===== src/rtl/output_layer_sequencer.sv =====
// Output-layer sequencer: walks every output neuron through the shared MAC,
// adds its bias and tracks a signed running argmax to pick the winning class.
module output_layer_sequencer #(
  parameter int N_OUT  = 10,
  parameter int BIAS_W = 8,
  parameter int ACC_W  = 20,
  parameter int IDX_W  = 4
) (
  input  logic                    clk,
  input  logic                    rst,
  input  logic                    start,
  output logic                    busy,
  output logic                    mac_start,
  output logic [IDX_W-1:0]        mac_neuron,
  input  logic                    mac_done,
  input  logic [ACC_W-1:0]        mac_sum,
  input  logic [N_OUT*BIAS_W-1:0] bias_bus,
  output logic                    done,
  output logic [IDX_W-1:0]        class_idx,
  output logic [ACC_W:0]          max_score
);

  localparam int SC_W = ACC_W + 1;
  localparam logic [IDX_W-1:0] LAST = IDX_W'(N_OUT - 1);

  typedef enum logic [2:0] {
    S_IDLE,
    S_ISSUE,
    S_WAIT,
    S_ACCUM,
    S_DONE
  } state_t;

  state_t            r_state;
  state_t            w_next;
  logic [IDX_W-1:0]  r_idx;
  logic [SC_W-1:0]   r_score;
  logic [SC_W-1:0]   r_max;
  logic [IDX_W-1:0]  r_arg;
  logic [IDX_W-1:0]  r_class;
  logic [SC_W-1:0]   r_maxsc;

  logic [BIAS_W-1:0] w_bias;
  logic [SC_W-1:0]   w_score;
  logic              w_take;
  logic              w_last;
  logic [SC_W-1:0]   w_new_max;
  logic [IDX_W-1:0]  w_new_arg;

  assign w_bias  = bias_bus[r_idx*BIAS_W +: BIAS_W];
  // One guard bit: sum of two sign-extended operands cannot overflow
  assign w_score = SC_W'($signed(mac_sum)) + SC_W'($signed(w_bias));

  // Neuron 0 always loads the running max; strict '>' keeps the lower index on ties
  assign w_take    = (r_idx == '0) || ($signed(r_score) > $signed(r_max));
  assign w_last    = (r_idx == LAST);
  assign w_new_max = w_take ? r_score : r_max;
  assign w_new_arg = w_take ? r_idx : r_arg;

  always_comb begin
    w_next = r_state;
    unique case (r_state)
      S_IDLE:  if (start) w_next = S_ISSUE;
      S_ISSUE: w_next = S_WAIT;
      S_WAIT:  if (mac_done) w_next = S_ACCUM;
      S_ACCUM: w_next = w_last ? S_DONE : S_ISSUE;
      S_DONE:  w_next = S_IDLE;
      default: w_next = S_IDLE;
    endcase
  end

  always_ff @(posedge clk) begin
    if (rst) begin
      r_state <= S_IDLE;
      r_idx   <= '0;
      r_score <= '0;
      r_max   <= '0;
      r_arg   <= '0;
      r_class <= '0;
      r_maxsc <= '0;
    end else begin
      r_state <= w_next;
      unique case (r_state)
        S_IDLE: begin
          if (start) begin
            r_idx <= '0;
            r_max <= '0;
            r_arg <= '0;
          end
        end
        S_WAIT: begin
          if (mac_done) r_score <= w_score;
        end
        S_ACCUM: begin
          r_max <= w_new_max;
          r_arg <= w_new_arg;
          // Results land on entry to DONE so they are valid with the pulse
          if (w_last) begin
            r_class <= w_new_arg;
            r_maxsc <= w_new_max;
          end else begin
            r_idx <= r_idx + 1'b1;
          end
        end
        default: ;
      endcase
    end
  end

  assign busy       = (r_state != S_IDLE);
  assign mac_start  = (r_state == S_ISSUE);
  assign mac_neuron = mac_start ? r_idx : '0;
  assign done       = (r_state == S_DONE);
  assign class_idx  = r_class;
  assign max_score  = r_maxsc;

endmodule


===== config.mk =====
export PLATFORM = sky130hd
export DESIGN_NAME = output_layer_sequencer
export DESIGN_NICKNAME = d
export VERILOG_FILES = /design/src/rtl/output_layer_sequencer.sv
export SDC_FILE = /design/constraint.sdc
export NUM_CORES = 1
export LEC_CHECK = 0
export CORE_MARGIN = 4
export CORE_UTILIZATION = 30
export CTS_BUF_LIST = sky130_fd_sc_hd__clkbuf_16
export DETAILED_ROUTE_END_ITERATION = 8
export PLACE_DENSITY = 0.6
export SLEW_MARGIN = 20
export SYNTH_ARGS = -nofsm -noshare
export SYNTH_HDL_FRONTEND = slang
export SYNTH_SLANG_ARGS = --single-unit
export TNS_END_PERCENT = 20

===== constraint.sdc =====
create_clock -name clk -period 4.27 [get_ports clk]
set_input_delay 0.427 -clock clk [delete_from_list [all_inputs] [get_ports clk]]
set_output_delay 0.427 -clock clk [all_outputs]
set_load 0.01 [all_outputs]

==> results.json, run 1 <==
{
  "cts-buffers-inserted": 9,
  "tns_ns": 0,
  "routed_via_density": 5.067,
  "synth_top_family_by_area": "compound AO/OA/AOI/OAI gates",
  "worst_pin_slew_ns": 1.066,
  "rsz0062_at_grt": "no",
  "hold_viol": 0,
  "gp_congestion": 0.8388,
  "die_w_um": 140.0,
  "crit_fanout": 14,
  "hp-class": "reg2reg",
  "whs_path_depth": 2,
  "die_h_um": 140.0,
  "num_vias": 4692,
  "start_kind": "register",
  "postCtsHoldBufs": 0,
  "status": "completed",
  "r2r_slack_ns": 0.54,
  "synth_seq_cells": 78,
  "powerDensity_mw_per_mm2": 285.1,
  "grt_max_degree": 51,
  "area_growth_pct": 35.26,
  "peakVddDrop_mv": 0.1654,
  "dp_slack_ns": 0.4205,
  "drcViolationCount": 0,
  "drive_gt1_frac": 0.07224,
  "grt_pass1_vias": 4745,
  "cts_buffer_depth": 2,
  "holdPathEnd": "r_arg[2]",
  "syn_area_mm2": 0.005226,
  "portBuffers": 135,
  "wl_per_cell_um": 14.99,
  "fin_skew_ns": 0.003106,
  "hp-start": "r_arg[2]",
  "clk_pin_slew_ns": 0.05,
  "layout_setup_ws_ns": 0.5428,
  "floorplan.initialDensity": 0.3107,
  "rr_worst_depth": 12,
  "n_fill_cell": 1714,
  "r2r-start": "r_idx[0]",
  "synth-xor-area-share": 0.02179,
  "h-tree-depth": 3,
  "num_rows": 47,
  "worstSetupPathType": "reg2reg",
  "numClockSinks": 78,
  "finalCritPeriodShare": 0.8729,
  "postSynth.asyncResetShare": 0,
  "slew_violations": 0,
  "crit_path_start": "r_idx[0]",
  "synthTopCellsByArea": "dfxtp_1 30%, ha_1 11%, mux2i_1 7.9%",
  "slew_headroom": 0.2896,
  "leakagePower_nw": 2.767,
  "maxCapViolCount": 0,
  "n_antenna_cell": 0,
  "synthesis.nets": 728,
  "finalSetupViolations": 0,
  "synth_cell_types": 60,
  "wirelength_mm": 13.88,
  "grt_antenna_before_repair": 0,
  "fmax_mhz": 268.3,
  "yosys.area_share.simple": 0.1405,
  "yosysSeqAreaShare": 0.2988,
  "design.die.area_mm2": 0.01960,
  "drt-pass1-iter-count": 4,
  "muxShareOfSynthArea": 0.1496,
  "cp.arrival_ns": 4.00,
  "required_ns": 4.54,
  "drtAntennaViolNets": 0,
  "ys.flop_type": "dfxtp_1",
  "first_iter_violations": 188,
  "yosysWarnings": 0,
  "worst_r2r_endpoint": "r_score[19]",
  "endpoint_kind": "register",
  "dp_hpwl_mm": 11.07,
  "nets": 850,
  "grt_overflow": 0,
  "cts_resized": 0,
  "synth_top_area_cell": "dfxtp_1",
  "synthDominantCellAreaShare": 0.2988,
  "root_buffer": "clkbuf_16",
  "synthAdderAreaFrac": 0.1092,
  "synth-compound-area-share": 0.2272,
  "grt_pass1_wl_mm": 23.05,
  "clk_latency_ns": 0.33,
  "min_period_ns": 3.727,
  "netlist_instances": 579,
  "grt_usage": 0.1411,
  "cts_setup_buffers": 0,
  "cts_tree": "done",
  "pin_count": 136,
  "core_area_mm2": 0.01682,
  "synth_edf_count": 0,
  "avgSynthCellArea_um2": 9.026
}
[sequential cells by signal (all words and copies together) (netlist names)]
register and flops:
max_score 21, r_max 21, r_score 21, class_idx 4, r_arg 4, r_idx 4, r_state 3
[Yosys cell counts (2+ instances only)]
library cell	instances
o21ai_0	10
nor3_1	11
and2_1	7
xor2_1	4
o22ai_1	7
nand4b_1	2
clkbuf_1	27
o2bb2ai_1	2
a311oi_1	4
nor2_1	51
or3_1	3
nor2b_1	3
dfxtp_1	78
inv_1	33
o21ai_1	2
a211oi_1	35
nand2_1	40
nand2b_1	4
a21oi_1	40
nand4_1	6
and3_1	2
o21a_1	6
nor3b_1	4
o211ai_1	2
buf_2	5
a22o_1	25
o311ai_1	2
xnor2_1	9
a21o_1	15
mux4_2	16
nand3b_1	5
ha_1	44
mux2i_1	41
or4_1	2
nand3_1	7
[worst max path at each step]
stage | to | slack [ns] | cells after the start
2_1_floorplan | r_score[18] | 0.33 | 13
3_3_place_gp | r_score[19] | 0.48 | 12
3_5_place_dp | r_score[19] | 0.42 | 13
4_1_cts | r_score[19] | 0.47 | 12
5_1_grt | r_score[19] | 0.17 | 12
6_report | r_score[19] | 0.54 | 12
[per-layer routing]
metal  share of wire  GRT usage
met1            0.48     0.1848
met2            0.46     0.2401
met3           0.048    0.02386
met4           0.011    0.03978
met5               0          0
[cell usage in the layout, fill, tap and decap left out, types with 2 or more instances in the layout]
master and n:
o311ai_1 2, nand4b_1 2, o211ai_1 2, nand3b_1 5, or4_1 2, o22ai_1 7, nor3_1 9, buf_4 10
nor2_1 51, o21a_1 6, a21oi_1 40, mux2i_1 41, o2bb2ai_1 2, ha_1 44, and3_1 2, a22o_1 25
o21ai_1 2, nand2_1 40, xnor2_1 9, nor3b_1 4, nor2b_1 3, inv_1 34, mux4_2 16, a211oi_1 35
o21ai_0 10, nand3_1 7, a21o_1 15, clkinv_1 4, nand2b_1 4, nand4_1 6, and2_1 7, clkdlybuf4s50_1 134
a311oi_1 4, xor2_1 4, dfxtp_1 77, clkbuf_16 9, or3_1 3
[cell type report]
class / instances / area [um2] / share of cell area
repair buffers: 145 / 1421 / 0.2011
flip-flops and latches: 78 / 1563 / 0.2211
well taps: 220 / 275.3 / 0.03894
clock inverters: 7 / 56.30 / 0.007965
multi-input cells: 434 / 3405 / 0.4816
clock buffers: 9 / 225.2 / 0.03186
inverters: 33 / 123.9 / 0.01752
[cells by family after synthesis]
logic type,after synthesis
AO/OA/AOI/OAI,166
XOR/XNOR,13
adder cells (fa/ha/maj),45
buffers and inverters,67
flip-flops,78
multiplexers,58
AND/OR/NAND/NOR,152
[metrics by stage]
step | cells | utilization | total power [mW] | hold slack (ns) | instance area [um2]
after floorplan | 579 | - | 1.123 | 0.4256 | 5226
after CTS | 926 | 0.4203 | 2.039 | 0.4488 | 7069
final | 926 | 0.4203 | 2.016 | 0.4465 | 7069
after global placement | 910 | 0.4032 | 1.303 | 0.4337 | 6782
after global routing | 926 | 0.4203 | 2.129 | 0.4845 | 7069
after detailed placement | 910 | 0.4036 | 1.312 | 0.4415 | 6788
[power by group]
part	switching, mW	internal, mW	total (mW)
logic	0.259	0.267	0.525
registers	0.0264	0.744	0.770
clock network	0.279	0.442	0.720
total	0.564	1.45	2.02
[worst max-delay path, stage by stage, from the launching register on]
cell	delay, ns
dfxtp_2	0.61
buf_4	0.33
mux4_2	0.53
mux2i_1	0.16
o22ai_1	0.11
ha_1	0.35
o21ai_0	0.13
a211oi_1	0.33
nand2_1	0.09
a21oi_1	0.33
a221oi_1	0.18
or4_1	0.42
nand3_1	0.09
Note: power is estimated with default switching activity, not from simulation.
==> run 2: changes to the inputs <==
Settings changed: GPL_ROUTABILITY_DRIVEN from default to 0.
==> results.json, run 2 (synthesized netlist as in run 1, its figures left out) <==
{
  "status": "completed",
  "numClockSinks": 78,
  "crit_chain": "buf_4 -> mux4_2 -> mux2i_1 -> o22ai_1 -> ha_1 -> inv_1 -> fa_1 -> nor2b_1 -> o31a_1 -> o31ai_2 -> o21ai_1 -> a311oi_1 -> mux2i_1 -> o2bb2ai_1",
  "worstSetupPathType": "reg2reg",
  "grt_max_degree": 64,
  "rsz0062_at_grt": "no",
  "die_w_um": 140.0,
  "drive_gt1_frac": 0.07921,
  "fin_skew_ns": 0.009769,
  "n_antenna_cell": 0,
  "core_area_mm2": 0.01682,
  "cp.arrival_ns": 3.92,
  "drcViolationCount": 0,
  "slew_headroom": 0.2751,
  "endpoint": "r_score[18]",
  "h-tree-depth": 3,
  "routed_via_density": 5.110,
  "cts_tree": "done",
  "drtAntennaViolNets": 0,
  "critical_path_depth": 14,
  "maxCapViolCount": 0,
  "worst_pin_slew_ns": 1.087,
  "peakVddDrop_mv": 0.1430,
  "nets": 851,
  "required_ns": 4.54,
  "total_power_mw": 2.108,
  "cp_top_family": "compound AO/OA/AOI/OAI gates",
  "pwr-share-clk": 0.384,
  "crit_fanout": 10,
  "num_vias": 4737,
  "register_area_mm2": 0.001563,
  "pwr-share-comb": 0.252,
  "first_iter_violations": 235,
  "final_common_cell": "clkdlybuf4s50_1",
  "portBuffers": 135,
  "n_fill_cell": 1661,
  "area_growth_pct": 36.29,
  "fmax_mhz": 273.7,
  "worst_r2r_endpoint": "r_score[18]",
  "crit_buf_inv": 2,
  "start_kind": "register",
  "dp_hpwl_mm": 11.33,
  "tns_ns": 0,
  "finalSetupViolations": 0,
  "root_buffer": "clkbuf_16",
  "hp-class": "reg2reg",
  "die_h_um": 140.0,
  "r2r_slack_ns": 0.62,
  "slew_violations": 0,
  "p_int_mw": 1.519,
  "drt-pass1-iter-count": 5,
  "cts_resized": 0,
  "multi_input_area_mm2": 0.003418,
  "clk_pin_slew_ns": 0.06,
  "grt_overflow": 0,
  "switchingPower_mw": 0.5896,
  "finalCritPeriodShare": 0.8556,
  "rr_worst_depth": 14,
  "floorplan.initialDensity": 0.3107,
  "clk_latency_ns": 0.34,
  "leakagePower_nw": 2.792,
  "cts_setup_buffers": 0,
  "cts-buffers-inserted": 9,
  "swShare": 0.2797,
  "grt_usage": 0.1445,
  "pin_count": 136,
  "slowest_stage": "dfxtp_1",
  "crit_path_start": "r_idx[1]",
  "min_period_ns": 3.653,
  "hold_viol": 0,
  "cts_buffer_depth": 2,
  "grt_pass1_wl_mm": 23.48,
  "endpoint_kind": "register",
  "num_rows": 47,
  "grt_antenna_before_repair": 0,
  "r2r-start": "r_idx[1]",
  "postCtsHoldBufs": 0,
  "powerDensity_mw_per_mm2": 296.0,
  "fin_util": 0.4235,
  "grt_pass1_vias": 4729,
  "seqPwrFrac": 0.364,
  "most-common-layout-cells": "134 x clkdlybuf4s50_1, 77 x dfxtp_1, 51 x nor2_1, 44 x ha_1, 41 x mux2i_1",
  "wl_per_cell_um": 15.25,
  "wirelength_mm": 14.13,
  "design.die.area_mm2": 0.01960,
  "path_common_cell": "mux2i_1",
  "cpPeakStageDelay_ns": 0.62
}
==> run 2: worst reg2reg max path, cell delays in order (launching register included) <==
cell       delay [ns]
dfxtp_1          0.62
buf_4            0.28
mux4_2           0.31
mux2i_1          0.14
o22ai_1          0.12
ha_1             0.23
inv_1            0.08
fa_1             0.18
nor2b_1          0.07
o31a_1           0.31
o31ai_2          0.40
o21ai_1          0.13
a311oi_1         0.35
mux2i_1          0.24
o2bb2ai_1        0.12
==> run 2: metrics by stage <==
step	cells	worst slack (ns)	instance area, um2	hold WS [ns]
3_3_place_gp	911	0.07728	6789	0.4324
2_1_floorplan	579	0.3306	5226	0.4256
5_1_grt	927	0.3604	7123	0.4822
3_5_place_dp	911	0.3230	6795	0.4432
6_report	927	0.6167	7123	0.4475
4_1_cts	927	0.6416	7109	0.4508
==> run 2: per-layer routing <==
layer / track usage / vias to the layer above / wire, um
li1: - / 2400 / -
met1: 0.1887 / 2202 / 6566
met2: 0.2444 / 122 / 6643
met3: 0.02829 / 13 / 747
met4: 0.03927 / 0 / 177
met5: 0 / - / 0
==> run 2: power by group through the flow <==
stage / Sequential [mW] / Combinational (mW) / Clock (mW)
finish: 0.767 / 0.532 / 0.809
global route: 0.771 / 0.593 / 0.852
CTS: 0.766 / 0.532 / 0.828
detailed placement: 0.783 / 0.529 / 0
global placement: 0.782 / 0.519 / 0
floorplan: 0.769 / 0.354 / 0
==> run 2: worst min-delay path by stage <==
stage / from / end / cells past startpoint
after global routing: r_arg[2] / r_arg[2] / 2
after detailed placement: r_arg[2] / r_arg[2] / 2
after floorplan: r_arg[2] / r_arg[2] / 2
after CTS: r_arg[2] / r_arg[2] / 2
final: r_arg[2] / r_arg[2] / 2
after global placement: r_arg[2] / r_arg[2] / 2
==> run 2: layout make-up <==
class                      count  area share
inverter                      33     0.01739
clock inverter                 7     0.01247
timing repair buffer         146      0.2006
tap                          220     0.03864
clock buffer                   9     0.03162
sequential                    78      0.2194
multi-input combinational    434      0.4799
==> run 3: changes to the inputs <==
Settings changed: MAX_ROUTING_LAYER from default to met4, PLACE_DENSITY 0.6 to default.
==> results.json, run 3 (synthesized netlist as in run 1, its figures left out) <==
{
  "status": "completed",
  "num_vias": 4744,
  "finalCritPeriodShare": 0.8559,
  "h-tree-depth": 3,
  "hp-class": "reg2reg",
  "dp_slack_ns": 0.3230,
  "final_common_cell": "clkdlybuf4s50_1",
  "wl_per_cell_um": 15.31,
  "place_inst": 911,
  "start_kind": "register",
  "fmax_mhz": 273.6,
  "cts_tree": "done",
  "worstSetupPathType": "reg2reg",
  "clk_pin_slew_ns": 0.06,
  "cp_top_family": "compound AO/OA/AOI/OAI gates",
  "total_power_mw": 2.107,
  "powerDensity_mw_per_mm2": 295.8,
  "fin_skew_ns": 0.009784,
  "first_iter_violations": 247,
  "cts_resized": 0,
  "hold_viol": 0,
  "endpoint_kind": "register",
  "layout_setup_ws_ns": 0.6153,
  "grt_overflow": 0,
  "leakagePower_nw": 2.792,
  "tns_ns": 0,
  "grt_usage": 0.1486,
  "die_w_um": 140.0,
  "numClockSinks": 78,
  "hold_slack_ns": 0.4475,
  "pin_count": 136,
  "use_met1": 0.1906,
  "cts_buffer_depth": 2,
  "crit_chain": "buf_4 -> mux4_2 -> mux2i_1 -> o22ai_1 -> ha_1 -> inv_1 -> fa_1 -> nor2b_1 -> o31a_1 -> o31ai_2 -> o21ai_1 -> a311oi_1 -> mux2i_1 -> o2bb2ai_1",
  "drtAntennaViolNets": 0,
  "min_period_ns": 3.655,
  "worst_pin_slew_ns": 1.097,
  "register_area_mm2": 0.001563,
  "cp.arrival_ns": 3.92,
  "floorplan.initialDensity": 0.3107,
  "drive_gt1_frac": 0.07921,
  "crit_buf_inv": 2,
  "root_buffer": "clkbuf_16",
  "routed_via_density": 5.118,
  "grt_pass1_vias": 4734,
  "slew_violations": 0,
  "met3_usage": 0.02488,
  "use_met2": 0.2444,
  "grt_pass1_wl_mm": 23.45,
  "cpPeakStageDelay_ns": 0.62,
  "die_h_um": 140.0,
  "postCtsHoldBufs": 0,
  "drcViolationCount": 0,
  "finalSetupViolations": 0,
  "design.die.area_mm2": 0.01960,
  "drt-pass1-iter-count": 5,
  "slew_headroom": 0.2688,
  "clk_latency_ns": 0.34,
  "peakVddDrop_mv": 0.1430,
  "multi_input_area_mm2": 0.003418,
  "most-common-layout-cells": "134 x clkdlybuf4s50_1, 77 x dfxtp_1, 51 x nor2_1, 44 x ha_1, 41 x mux2i_1",
  "dp_hpwl_mm": 11.33,
  "portBuffers": 135,
  "grt_antenna_before_repair": 0,
  "grt_max_degree": 64,
  "rsz0062_at_grt": "no",
  "cts_setup_buffers": 0,
  "maxCapViolCount": 0,
  "grt-busiest-layer": "met2",
  "n_antenna_cell": 0,
  "path_common_cell": "mux2i_1",
  "n_fill_cell": 1661,
  "slowest_stage": "dfxtp_1",
  "core_area_mm2": 0.01682,
  "required_ns": 4.54,
  "crit_fanout": 10,
  "num_rows": 47,
  "final_cells": 927,
  "cts-buffers-inserted": 9,
  "area_growth_pct": 36.29,
  "wirelength_mm": 14.19,
  "nets": 851
}
## run 3: metal layers
metal  vias to the layer above  wire length, um
met5                         -                0
met4                         0              186
met3                        15              611
met2                       121             6650
met1                      2206             6742
li1                       2402                -
## run 3: worst paths after layout
kind                 start     endpoint  slack [ns]  cells after the start
setup reg to reg  r_idx[1]  r_score[18]        0.62                     14
setup / recovery  r_idx[1]  r_score[18]        0.62                     14
hold / removal    r_arg[2]     r_arg[2]        0.45                      2
hold reg to reg   r_arg[2]     r_arg[2]        0.45                      2
## run 3: cell type report
class	count	area share
clock buffer	9	0.03162
clock inverter	7	0.01247
inverter	33	0.01739
multi-input combinational	434	0.4799
sequential	78	0.2194
tap	220	0.03864
timing repair buffer	146	0.2006
## run 3: report_power, final
group          internal [mW]  leakage (nW)  switching (mW)  total, mW
logic                  0.267          2.01           0.266      0.533
clock network          0.508         0.155           0.299      0.807
registers              0.743         0.630          0.0243      0.768
total                   1.52          2.79           0.589       2.11
## run 3: metrics by stage
stage / util / instance area, um2
after detailed placement: 0.4040 / 6795
after floorplan: - / 5226
after global placement: 0.4037 / 6789
final: 0.4235 / 7123
after CTS: 0.4227 / 7109
after global routing: 0.4235 / 7123
## run 3: tightest hold or removal path: stages (launching register included)
cell     delay (ns)
dfxtp_1        0.31
nand2_1        0.05
o21ai_1        0.05
